--- src/rtl/rgb2hsv_pipe.sv ---
// Ten-stage RGB-to-HSV converter: min/max/sector, two 7-stage restoring dividers, hue assembly.
// Side-band word, data-enable and bypass flag travel with each pixel at identical latency.
module rgb2hsv_pipe #(
  parameter int PASS_W = 24
) (
  input  logic              clk,
  input  logic              rst,
  input  logic              in_de,
  input  logic              bypass,
  input  logic [23:0]       pixel_in,
  input  logic [PASS_W-1:0] pass_in,
  output logic              out_de,
  output logic [23:0]       pixel_out,
  output logic [PASS_W-1:0] pass_thru
);

  localparam logic [1:0] SEC_R = 2'd0;
  localparam logic [1:0] SEC_G = 2'd1;
  localparam logic [1:0] SEC_B = 2'd2;

  // Stage 1 input registers
  logic [23:0]       s1_pix_q;
  logic [PASS_W-1:0] s1_pass_q;
  logic              s1_de_q, s1_byp_q;

  // Index 0 is the stage-2 register; indices 1..7 are divider stages 3..9
  logic [13:0]       rh_q  [0:7];
  logic [6:0]        qh_q  [0:7];
  logic [14:0]       rs_q  [0:7];
  logic [6:0]        qs_q  [0:7];
  logic [7:0]        dl_q  [0:7];
  logic [7:0]        mx_q  [0:7];
  logic [1:0]        sec_q [0:7];
  logic              sgn_q [0:7];
  logic              byp_q [0:7];
  logic              de_q  [0:7];
  logic [23:0]       pix_q [0:7];
  logic [PASS_W-1:0] ps_q  [0:7];

  logic [13:0] rh_d [1:7];
  logic [6:0]  qh_d [1:7];
  logic [14:0] rs_d [1:7];
  logic [6:0]  qs_d [1:7];

  logic [7:0] r_c, g_c, b_c, mx_c, mn_c, pa_c, pb_c, ad_c;
  logic [1:0] sec_c;
  logic       sgn_c;
  logic [15:0] dvh, dvs;
  logic [8:0]  qh9, h_c;
  logic [6:0]  s_c;
  logic [23:0] pix_d;

  assign r_c = s1_pix_q[23:16];
  assign g_c = s1_pix_q[15:8];
  assign b_c = s1_pix_q[7:0];

  always_comb begin
    mx_c = r_c;
    if (g_c > mx_c) mx_c = g_c;
    if (b_c > mx_c) mx_c = b_c;
    mn_c = r_c;
    if (g_c < mn_c) mn_c = g_c;
    if (b_c < mn_c) mn_c = b_c;
    // Ties resolve R over G over B; d = pa - pb for the selected sector
    if (mx_c == r_c) begin
      sec_c = SEC_R; pa_c = g_c; pb_c = b_c;
    end else if (mx_c == g_c) begin
      sec_c = SEC_G; pa_c = b_c; pb_c = r_c;
    end else begin
      sec_c = SEC_B; pa_c = r_c; pb_c = g_c;
    end
    sgn_c = (pa_c < pb_c);
    ad_c  = sgn_c ? (pb_c - pa_c) : (pa_c - pb_c);
  end

  always_comb begin
    dvh = '0;
    dvs = '0;
    for (int k = 1; k < 8; k++) begin
      dvh = {8'b0, dl_q[k-1]} << (7 - k);
      dvs = {8'b0, mx_q[k-1]} << (7 - k);
      if ({2'b0, rh_q[k-1]} >= dvh) begin
        rh_d[k] = 14'({2'b0, rh_q[k-1]} - dvh);
        qh_d[k] = {qh_q[k-1][5:0], 1'b1};
      end else begin
        rh_d[k] = rh_q[k-1];
        qh_d[k] = {qh_q[k-1][5:0], 1'b0};
      end
      if ({1'b0, rs_q[k-1]} >= dvs) begin
        rs_d[k] = 15'({1'b0, rs_q[k-1]} - dvs);
        qs_d[k] = {qs_q[k-1][5:0], 1'b1};
      end else begin
        rs_d[k] = rs_q[k-1];
        qs_d[k] = {qs_q[k-1][5:0], 1'b0};
      end
    end
  end

  always_comb begin
    qh9 = {2'b0, qh_q[7]};
    case (sec_q[7])
      SEC_R:   h_c = sgn_q[7] ? ((qh_q[7] == 7'd0) ? 9'd0 : 9'd360 - qh9) : qh9;
      SEC_G:   h_c = sgn_q[7] ? 9'd120 - qh9 : 9'd120 + qh9;
      default: h_c = sgn_q[7] ? 9'd240 - qh9 : 9'd240 + qh9;
    endcase
    s_c = qs_q[7];
    // Greys and black: quotients are meaningless when delta is zero
    if (dl_q[7] == 8'd0) begin
      h_c = 9'd0;
      s_c = 7'd0;
    end
    pix_d = byp_q[7] ? pix_q[7] : {h_c, s_c, mx_q[7]};
  end

  always_ff @(posedge clk) begin
    if (rst) begin
      s1_pix_q  <= '0;
      s1_pass_q <= '0;
      s1_de_q   <= 1'b0;
      s1_byp_q  <= 1'b0;
      for (int k = 0; k < 8; k++) begin
        rh_q[k] <= '0; qh_q[k] <= '0; rs_q[k] <= '0; qs_q[k] <= '0;
        dl_q[k] <= '0; mx_q[k] <= '0; sec_q[k] <= '0; sgn_q[k] <= 1'b0;
        byp_q[k] <= 1'b0; de_q[k] <= 1'b0; pix_q[k] <= '0; ps_q[k] <= '0;
      end
      out_de    <= 1'b0;
      pixel_out <= '0;
      pass_thru <= '0;
    end else begin
      s1_pix_q  <= pixel_in;
      s1_pass_q <= pass_in;
      s1_de_q   <= in_de;
      s1_byp_q  <= bypass;

      rh_q[0]  <= {6'b0, ad_c} * 14'd60;
      qh_q[0]  <= '0;
      rs_q[0]  <= {7'b0, mx_c - mn_c} * 15'd127;
      qs_q[0]  <= '0;
      dl_q[0]  <= mx_c - mn_c;
      mx_q[0]  <= mx_c;
      sec_q[0] <= sec_c;
      sgn_q[0] <= sgn_c;
      byp_q[0] <= s1_byp_q;
      de_q[0]  <= s1_de_q;
      pix_q[0] <= s1_pix_q;
      ps_q[0]  <= s1_pass_q;

      for (int k = 1; k < 8; k++) begin
        rh_q[k]  <= rh_d[k];
        qh_q[k]  <= qh_d[k];
        rs_q[k]  <= rs_d[k];
        qs_q[k]  <= qs_d[k];
        dl_q[k]  <= dl_q[k-1];
        mx_q[k]  <= mx_q[k-1];
        sec_q[k] <= sec_q[k-1];
        sgn_q[k] <= sgn_q[k-1];
        byp_q[k] <= byp_q[k-1];
        de_q[k]  <= de_q[k-1];
        pix_q[k] <= pix_q[k-1];
        ps_q[k]  <= ps_q[k-1];
      end

      out_de    <= de_q[7];
      pixel_out <= pix_d;
      pass_thru <= ps_q[7];
    end
  end

endmodule

--- config.mk ---
export PLATFORM = sky130hd
export DESIGN_NAME = rgb2hsv_pipe
export DESIGN_NICKNAME = d
export VERILOG_FILES = /design/src/rtl/rgb2hsv_pipe.sv
export SDC_FILE = /design/constraint.sdc
export NUM_CORES = 2
export LEC_CHECK = 0
export BUFFER_PORTS_ARGS = -buffer_cell sky130_fd_sc_hd__buf_2
export CAP_MARGIN = 10
export CELL_PAD_IN_SITES_DETAIL_PLACEMENT = 1
export CELL_PAD_IN_SITES_GLOBAL_PLACEMENT = 2
export CORE_MARGIN = 2
export CORE_UTILIZATION = 44
export CTS_CLUSTER_SIZE = 20
export DETAILED_ROUTE_END_ITERATION = 16
export PLACE_DENSITY_LB_ADDON = 0.2
export SLEW_MARGIN = 20
export SYNTH_ARGS = -nofsm -noshare
export SYNTH_HDL_FRONTEND = slang
export SYNTH_SLANG_ARGS = --single-unit
--- constraint.sdc ---
create_clock -name clk -period 27 [get_ports clk]
set_clock_uncertainty 0.2 [all_clocks]
set_input_delay 2.7 -clock clk [delete_from_list [all_inputs] [get_ports clk]]
set_output_delay 2.7 -clock clk [all_outputs]
set_load 0.03 [all_outputs]
==> key figures <==
Flow run
  – MaxCap Viol Count: 0

Global routing
  – Initial antenna violation count: 0
  – Global-route wire length before repair: 123 mm
  – Vias in the first global route: 24,300
  – Global-route usage over all layers: 0.185
  – Largest net degree at the start of global routing: 214
  – Grt ovf: 0

Logic synthesis
  – Syn_area_per_cell: 9.98 um^2
  – Post-Synthesis Cells: 3,493
  – Syn_nets: 3,809
  – Post-synth top area cell: dfxtp_1
  – Post-synth EDFFs: 0
  – Asr flop ratio synth: 0
  – Post-synth top flop: dfxtp_1
  – Syn Std Cell Area: 34,900 um^2
  – Top cells by count, synth: dfxtp_1 (890), nor2b_1 (624), nor2_1 (390)
  – Synth warn: 0
  – Synth area leaders: dfxtp_1 (51%), nor2b_1 (11%), ha_1 (7.7%), nor2_1 (4.2%), fa_1 (2.8%)
  – Post-synthesis register bit count: 890
  – Most frequent cell after synthesis: dfxtp_1
  – Unique masters post-synth: 91
  – Top-area cell type share of the netlist area: 0.511
  – Sequential share of the synthesized area: 0.511

Placed design
  – Placed cell areas: 36,300 um^2
  – RePlAce Congestion: 0.840
  – Buffers on Ports: 100
  – Post-DP HPWL: 54.1 mm
  – Place WS: 14.90 ns

Worst setup path
  – CP Data Arrival Time: 12.47 ns
  – Worst Setup End Kind: flop
  – Worst reg2reg path depth: 41
  – CP dominant cell by count: ha_1
  – CP Data Required Time: 27.29 ns
  – Critical Path Fanout Max: 28
  – Setup crit start kind: flop
  – Crit-path max cell delay: 0.74 ns
  – Slowest cell on the critical path: a21oi_2
  – Setup CP Type: flop to flop

Floorplan
  – Number of core rows: 103
  – Die Wd: 286 um
  – Core area: 78,700 um^2
  – Chip Height: 286 um
  – Die Area: 81,500 um^2
  – Initial Utilization: 0.443
  – I/O pin total: 101

Timing
  – Worst Tran Pin Value: 1.03 ns
  – Crit share post-route: 0.451
  – Final TNS setup: 0 ns
  – Hold WS: 0.220 ns
  – Slew Limit Headroom: 0.313
  – Max Freq: 82.1 MHz
  – # setup viols final: 0
  – Min cycle time layout: 12.18 ns
  – RSZ-0062 raised after global routing: no
  – Final WS setup: 14.82 ns
  – Final hold violation count: 0
  – Max Slew Vio Count: 0

Routing
  – Routed wire length: 75.1 mm
  – Vias post-DR: 22,500
  – 1st-pass router iterations: 5
  – Routed Antenna Nets: 0
  – Drc violations: 0
  – Iteration-0 DRC Markers: 797
  – Via/cell ratio: 4.82
  – WL/cell: 16.0 um

Clock tree
  – Setup bufs post-CTS: 0
  – Total CTS buffers: 92
  – CTS sink count: 890
  – TritonCTS clock tree: yes
  – Clk buf depth: 3
  – Clk slew on worst S/H paths: 0.07 ns
  – Post_cts resized: 0
  – Hold buffer count at CTS: 0
  – Clock Latency Late Sink: 0.65 ns
  – Htree depth: 3
  – Clock root cell: clkbuf_16

Final layout
  – Area Growth Syn to Fin: 12.9%
  – Nets: 3,872
  – Share of layout cells above drive strength 1: 0.0832
  – Fillers: 8,655
  – Post-Layout Inst Area: 39,400 um^2

Outcome
  – Status: finished clean

Worst hold path
  – Hold path cells: 1
  – Min-Delay Path Class: flop to flop
[cell usage in the layout, fill, tap and decap left out, drive strengths merged, types with 9 or more instances in the layout]
| cell type | instances |
|---|---|
| a211oi | 38 |
| a21o | 81 |
| a21oi | 144 |
| a22oi | 13 |
| buf | 117 |
| clkbuf | 137 |
| clkinv | 19 |
| dfxtp | 890 |
| fa | 48 |
| ha | 216 |
| inv | 250 |
| mux2 | 11 |
| mux2i | 69 |
| nand2 | 79 |
| nand2b | 40 |
| nand3 | 14 |
| nand4 | 26 |
| nor2 | 391 |
| nor2b | 624 |
| nor3 | 32 |
| nor4 | 14 |
| o21a | 9 |
| o21ai | 84 |
| o21bai | 19 |
| o22ai | 9 |
| xnor2 | 85 |
| xor2 | 59 |
[per-layer routing]
metal / up-vias / global-route usage / share of wire
li1: 11400 / - / -
met5: - / 0 / 0
met1: 10800 / 0.228 / 0.46
met2: 233 / 0.333 / 0.50
met3: 98 / 0.0265 / 0.028
met4: 0 / 0.0531 / 0.019
[cells by family after synthesis]
kind of cell             synth area share
AO/OA/AOI/OAI                      0.0880
XOR/XNOR                           0.0366
adder cells (fa/ha/maj)             0.105
buffers and inverters              0.0441
flip-flops                          0.511
multiplexers                       0.0234
AND/OR/NAND/NOR                     0.192
[worst max-delay path, delay by kind of cell (launching register included)]
kind                     cells  cell delay (ns)
flip-flops                   1             0.51
AO/OA/AOI/OAI               16             4.06
multiplexers                 3             1.18
adder cells (fa/ha/maj)      6             2.46
AND/OR/NAND/NOR             10             2.52
buffers and inverters        4             0.64
XOR/XNOR                     2             0.38
[stage by stage]
step | instances | utilization
2_1_floorplan | 3493 | -
3_3_place_gp | 4512 | 0.461
3_5_place_dp | 4512 | 0.461
4_1_cts | 4678 | 0.500
5_1_grt | 4678 | 0.500
6_report | 4679 | 0.500
[final cells by class]
class                           count  area, um^2  area share
Multi-Input combinational cell   2206       15600       0.395
Sequential cell                   890       17800       0.452
Inverter                          249         935      0.0237
Clock inverter                     29         395      0.0100
Timing Repair Buffer              117         654      0.0166
Clock buffer                      137        2710      0.0688
Antenna cell                        1        2.50   0.0000635
Tap cell                         1050        1310      0.0334
[registers in the layout, indices dropped and copies added, names as in the netlist]
register,count
sgn_q,8
mx_q,64
sec_q,16
ps_q,192
pixel_out,24
byp_q,8
qh_q,28
de_q,8
s1_pix_q,24
qs_q,28
out_de,1
pix_q,192
pass_thru,24
rh_q,85
dl_q,61
s1_pass_q,24
s1_de_q,1
rs_q,101
s1_byp_q,1
[worst paths after layout]
kind	start	to	slack, ns
max reg2reg	s1_pix_q[23]$_SDFF_PP0_	rh_q[0][13]$_SDFF_PP0_	14.82
max	s1_pix_q[23]$_SDFF_PP0_	rh_q[0][13]$_SDFF_PP0_	14.82
min reg2reg	ps_q[3][17]$_SDFF_PP0_	ps_q[4][17]$_SDFF_PP0_	0.22
min	ps_q[3][17]$_SDFF_PP0_	ps_q[4][17]$_SDFF_PP0_	0.22
Power is not shown: default switching activity piles up to over one toggle a cycle in this logic, so the estimate is an artifact.
